File: config.mk
export PLATFORM = sky130hd
export DESIGN_NAME = serial_pattern_fsm_flat
export DESIGN_NICKNAME = d
export VERILOG_FILES = /design/src/rtl/serial_pattern_fsm_pkg.sv /design/src/rtl/serial_pattern_fsm_if.sv /design/src/rtl/serial_pattern_fsm_hist_reg.sv /design/src/rtl/serial_pattern_fsm.sv /design/src/flat_wrapper.sv
export SDC_FILE = /design/constraint.sdc
export NUM_CORES = 1
export LEC_CHECK = 0
export BUFFER_PORTS_ARGS = -buffer_cell sky130_fd_sc_hd__clkbuf_2
export CAP_MARGIN = 20
export CORE_UTILIZATION = 47
export DETAILED_ROUTE_END_ITERATION = 10
export GPL_TIMING_DRIVEN = 0
export PLACE_DENSITY_LB_ADDON = 0.05
export SLEW_MARGIN = 10
export SYNTH_ARGS = -nofsm -noshare
export SYNTH_HDL_FRONTEND = slang
export SYNTH_HIERARCHICAL = 1
export SYNTH_SLANG_ARGS = --single-unit
File: constraint.sdc
create_clock -name clk -period 2.3 [get_ports clk]
set_clock_uncertainty 0.2 [all_clocks]
set_input_delay 0.115 -clock clk [delete_from_list [all_inputs] [get_ports clk]]
set_output_delay 0.115 -clock clk [all_outputs]
set_load 0.005 [all_outputs]
File: src/rtl/serial_pattern_fsm_pkg.sv
// Shared constants and helpers for the serial pattern detector.
package serial_pattern_fsm_pkg;

  localparam int FILL_W    = 5;
  localparam int MAX_PAT_W = 16;

  typedef enum logic [0:0] {
    DET_FLUSH   = 1'b0,
    DET_OVERLAP = 1'b1
  } det_mode_e;

  function automatic logic [31:0] sat_inc(input logic [31:0] val, input logic [31:0] lim);
    logic [31:0] res;
    if (val >= lim) begin
      res = lim;
    end else begin
      res = val + 32'd1;
    end
    return res;
  endfunction

endpackage

File: src/rtl/serial_pattern_fsm_if.sv
// Serial bit source / match consumer bundle. Macro PATTERN_PROG_EN adds pattern load signals.
interface serial_pattern_fsm_if #(
  parameter int PAT_W = 4,
  parameter int CNT_W = 8
);
  logic                                  xin_valid;
  logic                                  xin;
  logic                                  xout;
  logic [CNT_W-1:0]                      match_cnt;
  logic [serial_pattern_fsm_pkg::FILL_W-1:0] fill;
`ifdef PATTERN_PROG_EN
  logic                                  pat_load;
  logic [PAT_W-1:0]                      pat_in;

  modport master (output xin_valid, xin, pat_load, pat_in, input xout, match_cnt, fill);
  modport slave  (input xin_valid, xin, pat_load, pat_in, output xout, match_cnt, fill);
`else
  modport master (output xin_valid, xin, input xout, match_cnt, fill);
  modport slave  (input xin_valid, xin, output xout, match_cnt, fill);
`endif
endinterface

File: src/rtl/serial_pattern_fsm_hist_reg.sv
// History shift register with saturating fill count; clear wins over shift enable.
module serial_hist_reg
  import serial_pattern_fsm_pkg::*;
#(
  parameter int PAT_W = 4
) (
  input  logic              clk,
  input  logic              reset,
  input  logic              en,
  input  logic              clr,
  input  logic              din,
  output logic [PAT_W-1:0]  hist_nxt,
  output logic [FILL_W-1:0] fill,
  output logic [FILL_W-1:0] fill_nxt
);

  logic [PAT_W-1:0]  hist_r;
  logic [FILL_W-1:0] fill_r;

  // Candidate state if the current bit is accepted
  always_comb begin
    hist_nxt = {hist_r[PAT_W-2:0], din};
    fill_nxt = FILL_W'(sat_inc(32'(fill_r), 32'(PAT_W)));
  end

  // History and fill registers
  always_ff @(posedge clk or posedge reset) begin
    if (reset) begin
      hist_r <= '0;
      fill_r <= '0;
    end else if (clr) begin
      hist_r <= '0;
      fill_r <= '0;
    end else if (en) begin
      hist_r <= hist_nxt;
      fill_r <= fill_nxt;
    end else begin
      hist_r <= hist_r;
      fill_r <= fill_r;
    end
  end

  assign fill = fill_r;

endmodule

File: src/rtl/serial_pattern_fsm.sv
// Serial sequence detector: one-cycle match pulse plus saturating match counter.
// Macro PATTERN_PROG_EN enables a runtime-loadable pattern register.
module serial_pattern_fsm
  import serial_pattern_fsm_pkg::*;
#(
  parameter int               PAT_W   = 4,
  parameter logic [PAT_W-1:0] PATTERN = 4'b1011,
  parameter int               OVERLAP = 1,
  parameter int               CNT_W   = 8
) (
  input  logic                 clk,
  input  logic                 reset,
  serial_pattern_fsm_if.slave  bus
);

  localparam det_mode_e   MODE    = (OVERLAP != 0) ? DET_OVERLAP : DET_FLUSH;
  localparam logic [31:0] CNT_LIM = 32'((64'd1 << CNT_W) - 64'd1);

  logic [PAT_W-1:0]  hist_nxt_s;
  logic [PAT_W-1:0]  pattern_s;
  logic [FILL_W-1:0] fill_nxt_s;
  logic [FILL_W-1:0] fill_s;
  logic              load_s;
  logic              match_s;
  logic              clear_s;
  logic              xout_r;
  logic [CNT_W-1:0]  cnt_r;

`ifdef PATTERN_PROG_EN
  logic [PAT_W-1:0] pattern_r;

  // Active pattern, reloadable at runtime
  always_ff @(posedge clk or posedge reset) begin
    if (reset) begin
      pattern_r <= PATTERN;
    end else if (bus.pat_load) begin
      pattern_r <= bus.pat_in;
    end else begin
      pattern_r <= pattern_r;
    end
  end

  assign load_s    = bus.pat_load;
  assign pattern_s = pattern_r;
`else
  assign load_s    = 1'b0;
  assign pattern_s = PATTERN;
`endif

  serial_hist_reg #(.PAT_W(PAT_W)) u_hist (
    .clk      (clk),
    .reset    (reset),
    .en       (bus.xin_valid),
    .clr      (clear_s),
    .din      (bus.xin),
    .hist_nxt (hist_nxt_s),
    .fill     (fill_s),
    .fill_nxt (fill_nxt_s)
  );

  // Match on the accepted bit; a load drops that bit, flush mode restarts history
  always_comb begin
    match_s = 1'b0;
    clear_s = 1'b0;
    if (load_s) begin
      clear_s = 1'b1;
    end else if (bus.xin_valid && (fill_nxt_s == FILL_W'(PAT_W)) && (hist_nxt_s == pattern_s)) begin
      match_s = 1'b1;
      clear_s = (MODE == DET_FLUSH);
    end else begin
      match_s = 1'b0;
    end
  end

  // Registered match pulse and saturating counter
  always_ff @(posedge clk or posedge reset) begin
    if (reset) begin
      xout_r <= 1'b0;
      cnt_r  <= '0;
    end else begin
      xout_r <= match_s;
      if (match_s) begin
        cnt_r <= CNT_W'(sat_inc(32'(cnt_r), CNT_LIM));
      end else begin
        cnt_r <= cnt_r;
      end
    end
  end

  assign bus.xout      = xout_r;
  assign bus.match_cnt = cnt_r;
  assign bus.fill      = fill_s;

endmodule
File: src/flat_wrapper.sv
// flat-port wrapper written by rule: the top's interface ports become plain ports
module serial_pattern_fsm_flat import serial_pattern_fsm_pkg::*;
#(
  parameter int               PAT_W   = 4,
  parameter logic [PAT_W-1:0] PATTERN = 4'b1011,
  parameter int               OVERLAP = 1,
  parameter int               CNT_W   = 8
)
  (clk, reset, bus_xin_valid, bus_xin, bus_xout, bus_match_cnt, bus_fill);
  serial_pattern_fsm_if #(.PAT_W(PAT_W), .CNT_W(CNT_W)) bus_i ();
  input  logic clk;
  input  logic reset;
  input wire logic [$bits(bus_i.xin_valid)-1:0] bus_xin_valid;
  input wire logic [$bits(bus_i.xin)-1:0] bus_xin;
  output wire logic [$bits(bus_i.xout)-1:0] bus_xout;
  output wire logic [$bits(bus_i.match_cnt)-1:0] bus_match_cnt;
  output wire logic [$bits(bus_i.fill)-1:0] bus_fill;
  assign bus_i.xin_valid = bus_xin_valid;
  assign bus_i.xin = bus_xin;
  assign bus_xout = bus_i.xout;
  assign bus_match_cnt = bus_i.match_cnt;
  assign bus_fill = bus_i.fill;
  serial_pattern_fsm #(.PAT_W(PAT_W), .PATTERN(PATTERN), .OVERLAP(OVERLAP), .CNT_W(CNT_W)) u_core (.clk(clk), .reset(reset), .bus(bus_i));
endmodule
# Word-level counts from Yosys, hierarchy flattened
# Index checks and enable logic that the tools add are counted.
[classes]
reduce_logical = 2
n_eq_ne = 2
magnitude_cmp = 2
n_mux = 3
n_addsub = 2
[op_table]
columns = ["cell", "count"]
rows = [
  ["adder 8 x 1 -> 8 bit, second input constant", 1],
  [">= comparator 8 bit, second input constant", 1],
  ["2-to-1 mux 8 bit", 1],
  ["adder 5 x 1 -> 5 bit, second input constant", 1],
  ["equality test 5 x 3 -> 1 bit, second input constant", 1],
  [">= comparator 5 x 3 -> 1 bit, second input constant", 1],
  ["2-to-1 mux 5 bit", 1],
  ["equality test 4 bit, second input constant", 1],
  ["logical AND 1 bit", 2],
  ["2-to-1 mux 1 bit", 1],
]
[word_totals]
inputBits = 4
elab_cells = 15
out_inout_bits = 14
reg_bits = 17

# Longest topological paths before layout
[logic_depth]
ltp_word = 6
depth_mapped = 8
ltp_nobuf = 7

# By module
# The synthesis kept the hierarchy.
[by_module_without_submodules]
columns = ["mod", "area_each_um2", "seq_area_each_um2", "instances", "cells_per_inst"]
rows = [
  ["serial_pattern_fsm", 467.9, 225.2, 1, 42],
  ["serial_hist_reg", 409.1, 200.2, 1, 40],
]

# Worst setup path before layout
# Ideal clock, no wire load.
[synth_path]
path_type = "register -> register"
startpoint = "register u_core.u_hist.fill_r[0] (netlist: u_core/u_hist/fill[0])"
endpoint = "register u_core.cnt_r[0] (netlist: u_core/bus.match_cnt[0])"
n_path_buf = 1
period_less_slack_ns = 2.162
path_stages_with_launch = 9
setup_slack_ns = 0.138
required_ns = 1.975
arrival_time_ns = 1.837
path_cell_list = "dfrtp_1 -> inv_1 -> ha_1 -> and2_1 -> nor4b_1 -> and4bb_2 -> buf_6 -> nand2_2 -> mux2_4"
[synth_via]
elab_chain_len = 6
elab_cells_between_ends = 7
classes_between = "add/sub (1); order compare (1); eq/ne (1); mux (2); reduce/logical (2)"
[synth_rtl]
columns = ["item", "line_no", "rtl"]
rows = [
  ["start: declaration", "serial_pattern_fsm_hist_reg.sv:18", "logic [FILL_W-1:0] fill_r;"],
  ["start signal: assignment", "serial_pattern_fsm_hist_reg.sv:36", "fill_r <= fill_nxt;"],
  ["start signal: assignment", "serial_pattern_fsm_hist_reg.sv:39", "fill_r <= fill_r;"],
  ["adder 5 x 1 -> 5 bit / >= comparator 5 x 3 -> 1 bit (equally long branches)", "serial_pattern_fsm_pkg.sv:17, serial_pattern_fsm_pkg.sv:14", ""],
  ["2-to-1 mux 5 bit (*)", "serial_pattern_fsm_pkg.sv:14", "if (val >= lim) begin"],
  ["net u_core.fill_nxt_s[1]", "serial_pattern_fsm.sv:21", "logic [FILL_W-1:0] fill_nxt_s;"],
  ["equality test 5 x 3 -> 1 bit (*)", "serial_pattern_fsm.sv:67", "end else if (bus.xin_valid && (fill_nxt_s == FILL_W'(PAT_W)) && (hist_nxt_s == pattern_s)) begin"],
  ["logical AND 1 bit (*) (2 in a row)", "serial_pattern_fsm.sv:67", ""],
  ["2-to-1 mux 1 bit (*)", "serial_pattern_fsm.sv:67", ""],
  ["net u_core.match_s", "serial_pattern_fsm.sv:24", "logic match_s;"],
  ["end signal: assignment", "serial_pattern_fsm.sv:83", "cnt_r <= CNT_W'(sat_inc(32'(cnt_r), CNT_LIM));"],
  ["end signal: assignment", "serial_pattern_fsm.sv:85", "cnt_r <= cnt_r;"],
  ["end: declaration", "serial_pattern_fsm.sv:27", "logic [CNT_W-1:0] cnt_r;"],
]
# The timed path passes the listed nets; every way through them passes the cells marked *.
# A chain may end at the register's enable or synchronous reset.

# Final worst setup path
[layout_path]
startpoint = "register u_core.u_hist.fill_r[1] (netlist: u_core/u_hist/fill[1])"
endpoint = "register u_core.cnt_r[0] (netlist: u_core/bus.match_cnt[0])"
# Same word-level chain as after synthesis.

==> load_flow_metrics.sql <==
INSERT INTO impl_metrics (metric_group, metric, value, unit) VALUES
('worst_setup_path', 'crit_chain', 'inv_1 -> ha_1 -> and2_1 -> nor4b_2 -> and4bb_2 -> buf_6 -> nand2_2 -> mux2_4', ''),
('worst_setup_path', 'worst_path_max_delay_cell', 'sky130_fd_sc_hd__dfrtp_1', ''),
('finish', 'final_cells', '135', ''),
('floorplanning', 'area_inside_the_core_boundary', '1750', 'um^2'),
('worst_setup_path', 'setup.worst_path.end_class', 'flop', ''),
('routing', 'postRouteAntennaNets', '0', ''),
('placement', 'dp_hpwl', '1230', 'um'),
('timing', 'fin_crit', '2.20', 'ns'),
('worst_setup_path', 'worst-path-max-fanout', '6', ''),
('grt', 'antenna_found_initial', '0', ''),
('grt', 'first_global_vias', '675', ''),
('pwr', 'leakage', '0.000566', 'uW'),
('floorplanning', 'floorplan.die.width', '45.2', 'um'),
('worst_setup_path', 'critical_path.top_delay_family', 'simple AND/OR/NAND/NOR gates', ''),
('synth', 'synth_enable_flop_cells', '0', ''),
('placement', 'gp_congestion', '0.739', ''),
('min_path', 'holdCritPathClass', 'in2async', ''),
('grt', 'grt_max_degree', '11', ''),
('clock_network', 'worst_skew_late_latency', '0.29', 'ns'),
('floorplanning', 'fp.dieArea', '2040', 'um^2'),
('pwr', 'power.switching_fraction', '0.241', ''),
('timing', 'timing_hold_violations_final', '0', ''),
('clock_network', 'ctsLongestPathBuffers', '2', ''),
('grt', 'gr-usage-all-layers', '0.191', ''),
('pwr', 'sequentialPowerShare', '0.589', ''),
('synth', 'syn_area_per_cell', '10.7', 'um^2'),
('placement', 'io_buffer_count', '17', ''),
('synth', 'synth_ff_type', 'sky130_fd_sc_hd__dfrtp_1', ''),
('worst_setup_path', 'crit_type', 'reg2reg', ''),
('placement', 'placed_cells', '125', ''),
('outcome', 'outcome', 'finished clean', ''),
('synth', 'synth-async-reset-ratio', '1.00', ''),
('routing', 'totalWireLength', '1690', 'um'),
('clock_network', 'cts_root_buffer', 'sky130_fd_sc_hd__clkbuf_4', ''),
('finish', 'most-common-layout-cells', 'sky130_fd_sc_hd__clkbuf_2 (17), sky130_fd_sc_hd__dfrtp_1 (17), sky130_fd_sc_hd__nor2_1 (7)', ''),
('finish', 'n_antenna_cell', '0', ''),
('floorplanning', 'io-pin-count', '18', ''),
('timing', 'min_period_over_period', '0.957', ''),
('routing', 'drcViolationCount', '0', ''),
('pwr', 'worst_ir_drop_vdd', '0.000323', 'V'),
('floorplanning', 'start_util', '0.503', ''),
('clock_network', 'cts_inserted_buffers', '3', ''),
('timing', 'report.final.slew_viol_count', '0', ''),
('floorplanning', 'floorplan.die.height', '45.2', 'um'),
('pwr', 'cell_int_power', '397', 'uW'),
('synth', 'yosysWarnings', '6', ''),
('worst_setup_path', 'cell_depth_of_the_worst_flop_to_flop_path', '8', ''),
('worst_setup_path', 'crit_required', '2.28', 'ns'),
('worst_setup_path', 'timing.rr.start', 'u_core/u_hist/fill[1]', ''),
('routing', 'vias', '681', ''),
('placement', 'placement.cell_area', '997', 'um^2'),
('grt', 'grt_first_pass_wirelength', '2750', 'um'),
('synth', 'yosysUniqueCellTypes', '35', ''),
('worst_setup_path', 'crit-reg2reg-capture', 'u_core/bus.match_cnt[0]', ''),
('timing', 'timing.final.setup_violations', '0', ''),
('finish', 'area_delta_synth_final', '25.0', '%'),
('synth', 'sequential_fraction_of_the_synthesis_area', '0.485', ''),
('pwr', 'pwr_density_cell', '477', 'nW/um^2'),
('pwr', 'p_clk_frac', '0.304', ''),
('timing', 'achievable-frequency', '454', 'MHz'),
('finish', 'layout-drive-gt1-share', '0.336', ''),
('timing', 'rsz0062_at_grt', 'no', ''),
('finish', 'num-nets-final', '118', ''),
('synth', 'synth-seq-cells', '17', ''),
('worst_setup_path', 'crit_path_dat', '2.18', 'ns'),
('clock_network', 'cts_htree_levels', '1', ''),
('clock_network', 'cts_tree', 'built', ''),
('clock_network', 'cts_sinks', '17', ''),
('pwr', 'comb_power_share', '0.107', ''),
('worst_setup_path', 'r2r_setup_slack', '0.1', 'ns'),
('routing', 'drt_pass1_iterations', '4', '');
[power by group through the flow]
stage | sequential [uW] | clock [uW] | combinational [uW]
6_report | 308 | 159 | 56.0
5_1_grt | 309 | 175 | 63.2
4_1_cts | 308 | 167 | 52.7
3_5_place_dp | 316 | 0 | 44.5
3_3_place_gp | 316 | 0 | 44.2
2_1_floorplan | 315 | 0 | 32.2
[through the flow]
step	util	TNS, ns	setup WS, ns	total power (uW)
finish	0.628	0	0.0997	523
floorplan	-	0	0.138	347
CTS	0.609	0	0.0483	528
global route	0.628	0	0.0233	547
global placement	0.571	-0.0297	-0.0242	360
detailed placement	0.571	-0.0131	-0.0119	360
[worst max path at each step]
stage	depth (start not counted)	startpoint	slack [ns]	to
after global routing	8	u_core/u_hist/fill[1]	0.02	u_core/bus.match_cnt[0]
after CTS	8	u_core/u_hist/fill[1]	0.05	u_core/bus.match_cnt[0]
after global placement	8	u_core/u_hist/fill[0]	-0.02	u_core/bus.match_cnt[0]
after floorplan	8	u_core/u_hist/fill[0]	0.14	u_core/bus.match_cnt[0]
final	8	u_core/u_hist/fill[1]	0.1	u_core/bus.match_cnt[0]
after detailed placement	8	u_core/u_hist/fill[0]	-0.01	u_core/bus.match_cnt[0]
[state kept, by name, summed over array words and instances (netlist names)]
name / cells
u_core/u_hist/fill: 5
u_core/u_hist/hist_r: 3
u_core/bus.xout: 1
u_core/bus.match_cnt: 8
[area by class of cell]
| cell class | instances | area (um^2) |
|---|---|---|
| Buffer | 6 | 46.3 |
| Timing Repair Buffer | 23 | 150 |
| Sequential cell | 17 | 425 |
| Multi-Input combinational cell | 55 | 397 |
| Tap cell | 25 | 31.3 |
| Inverter | 5 | 18.8 |
| Clock inverter | 1 | 5.00 |
| Clock buffer | 3 | 22.5 |
| Fill cell | 170 | 649 |
[cell usage after synthesis (3+ instances only)]
library cell | count | area [um^2]
sky130_fd_sc_hd__inv_1 | 5 | 18.8
sky130_fd_sc_hd__nor3b_1 | 3 | 22.5
sky130_fd_sc_hd__ha_1 | 3 | 37.5
sky130_fd_sc_hd__mux2i_1 | 3 | 30.0
sky130_fd_sc_hd__nand4_1 | 3 | 18.8
sky130_fd_sc_hd__dfrtp_1 | 17 | 425
sky130_fd_sc_hd__nor2_1 | 7 | 26.3
sky130_fd_sc_hd__nand2_1 | 4 | 15.0
sky130_fd_sc_hd__a21oi_1 | 3 | 15.0
sky130_fd_sc_hd__buf_4 | 4 | 30.0
[logic make-up after synthesis]
logic type	synth area share
buffers and inverters	0.0742
AOI/OAI and AO/OA	0.0856
and+or+nand+nor	0.214
muxes	0.0899
DFF	0.485
adders and majority gates	0.0428
other	0.00856
[layer usage]
metal / vias up / part of all wire / global-route usage
met4: 0 / 0.011 / 0.0727
li1: 343 / - / -
met1: 320 / 0.45 / 0.223
met2: 16 / 0.51 / 0.351
met3: 2 / 0.029 / 0.0240
met5: - / 0 / 0
[timing repair]
action,CTS,global route
endpoints found under the setup margin,3,3
endpoints found under the hold margin,20,0
gates resized for setup,0,1
setup buffers,1,2
hold buffers,3,0
pin swaps,0,1
[worst register-to-register path: cells and delay by family, from the launching register on]
family	cells	cell delay, ns
AND/OR/NAND/NOR	4	0.76
adder cells (fa/ha/maj)	1	0.28
multiplexers	1	0.26
flip-flops	1	0.38
buffers and inverters	2	0.20
Power figures use the tool's default switching activity.
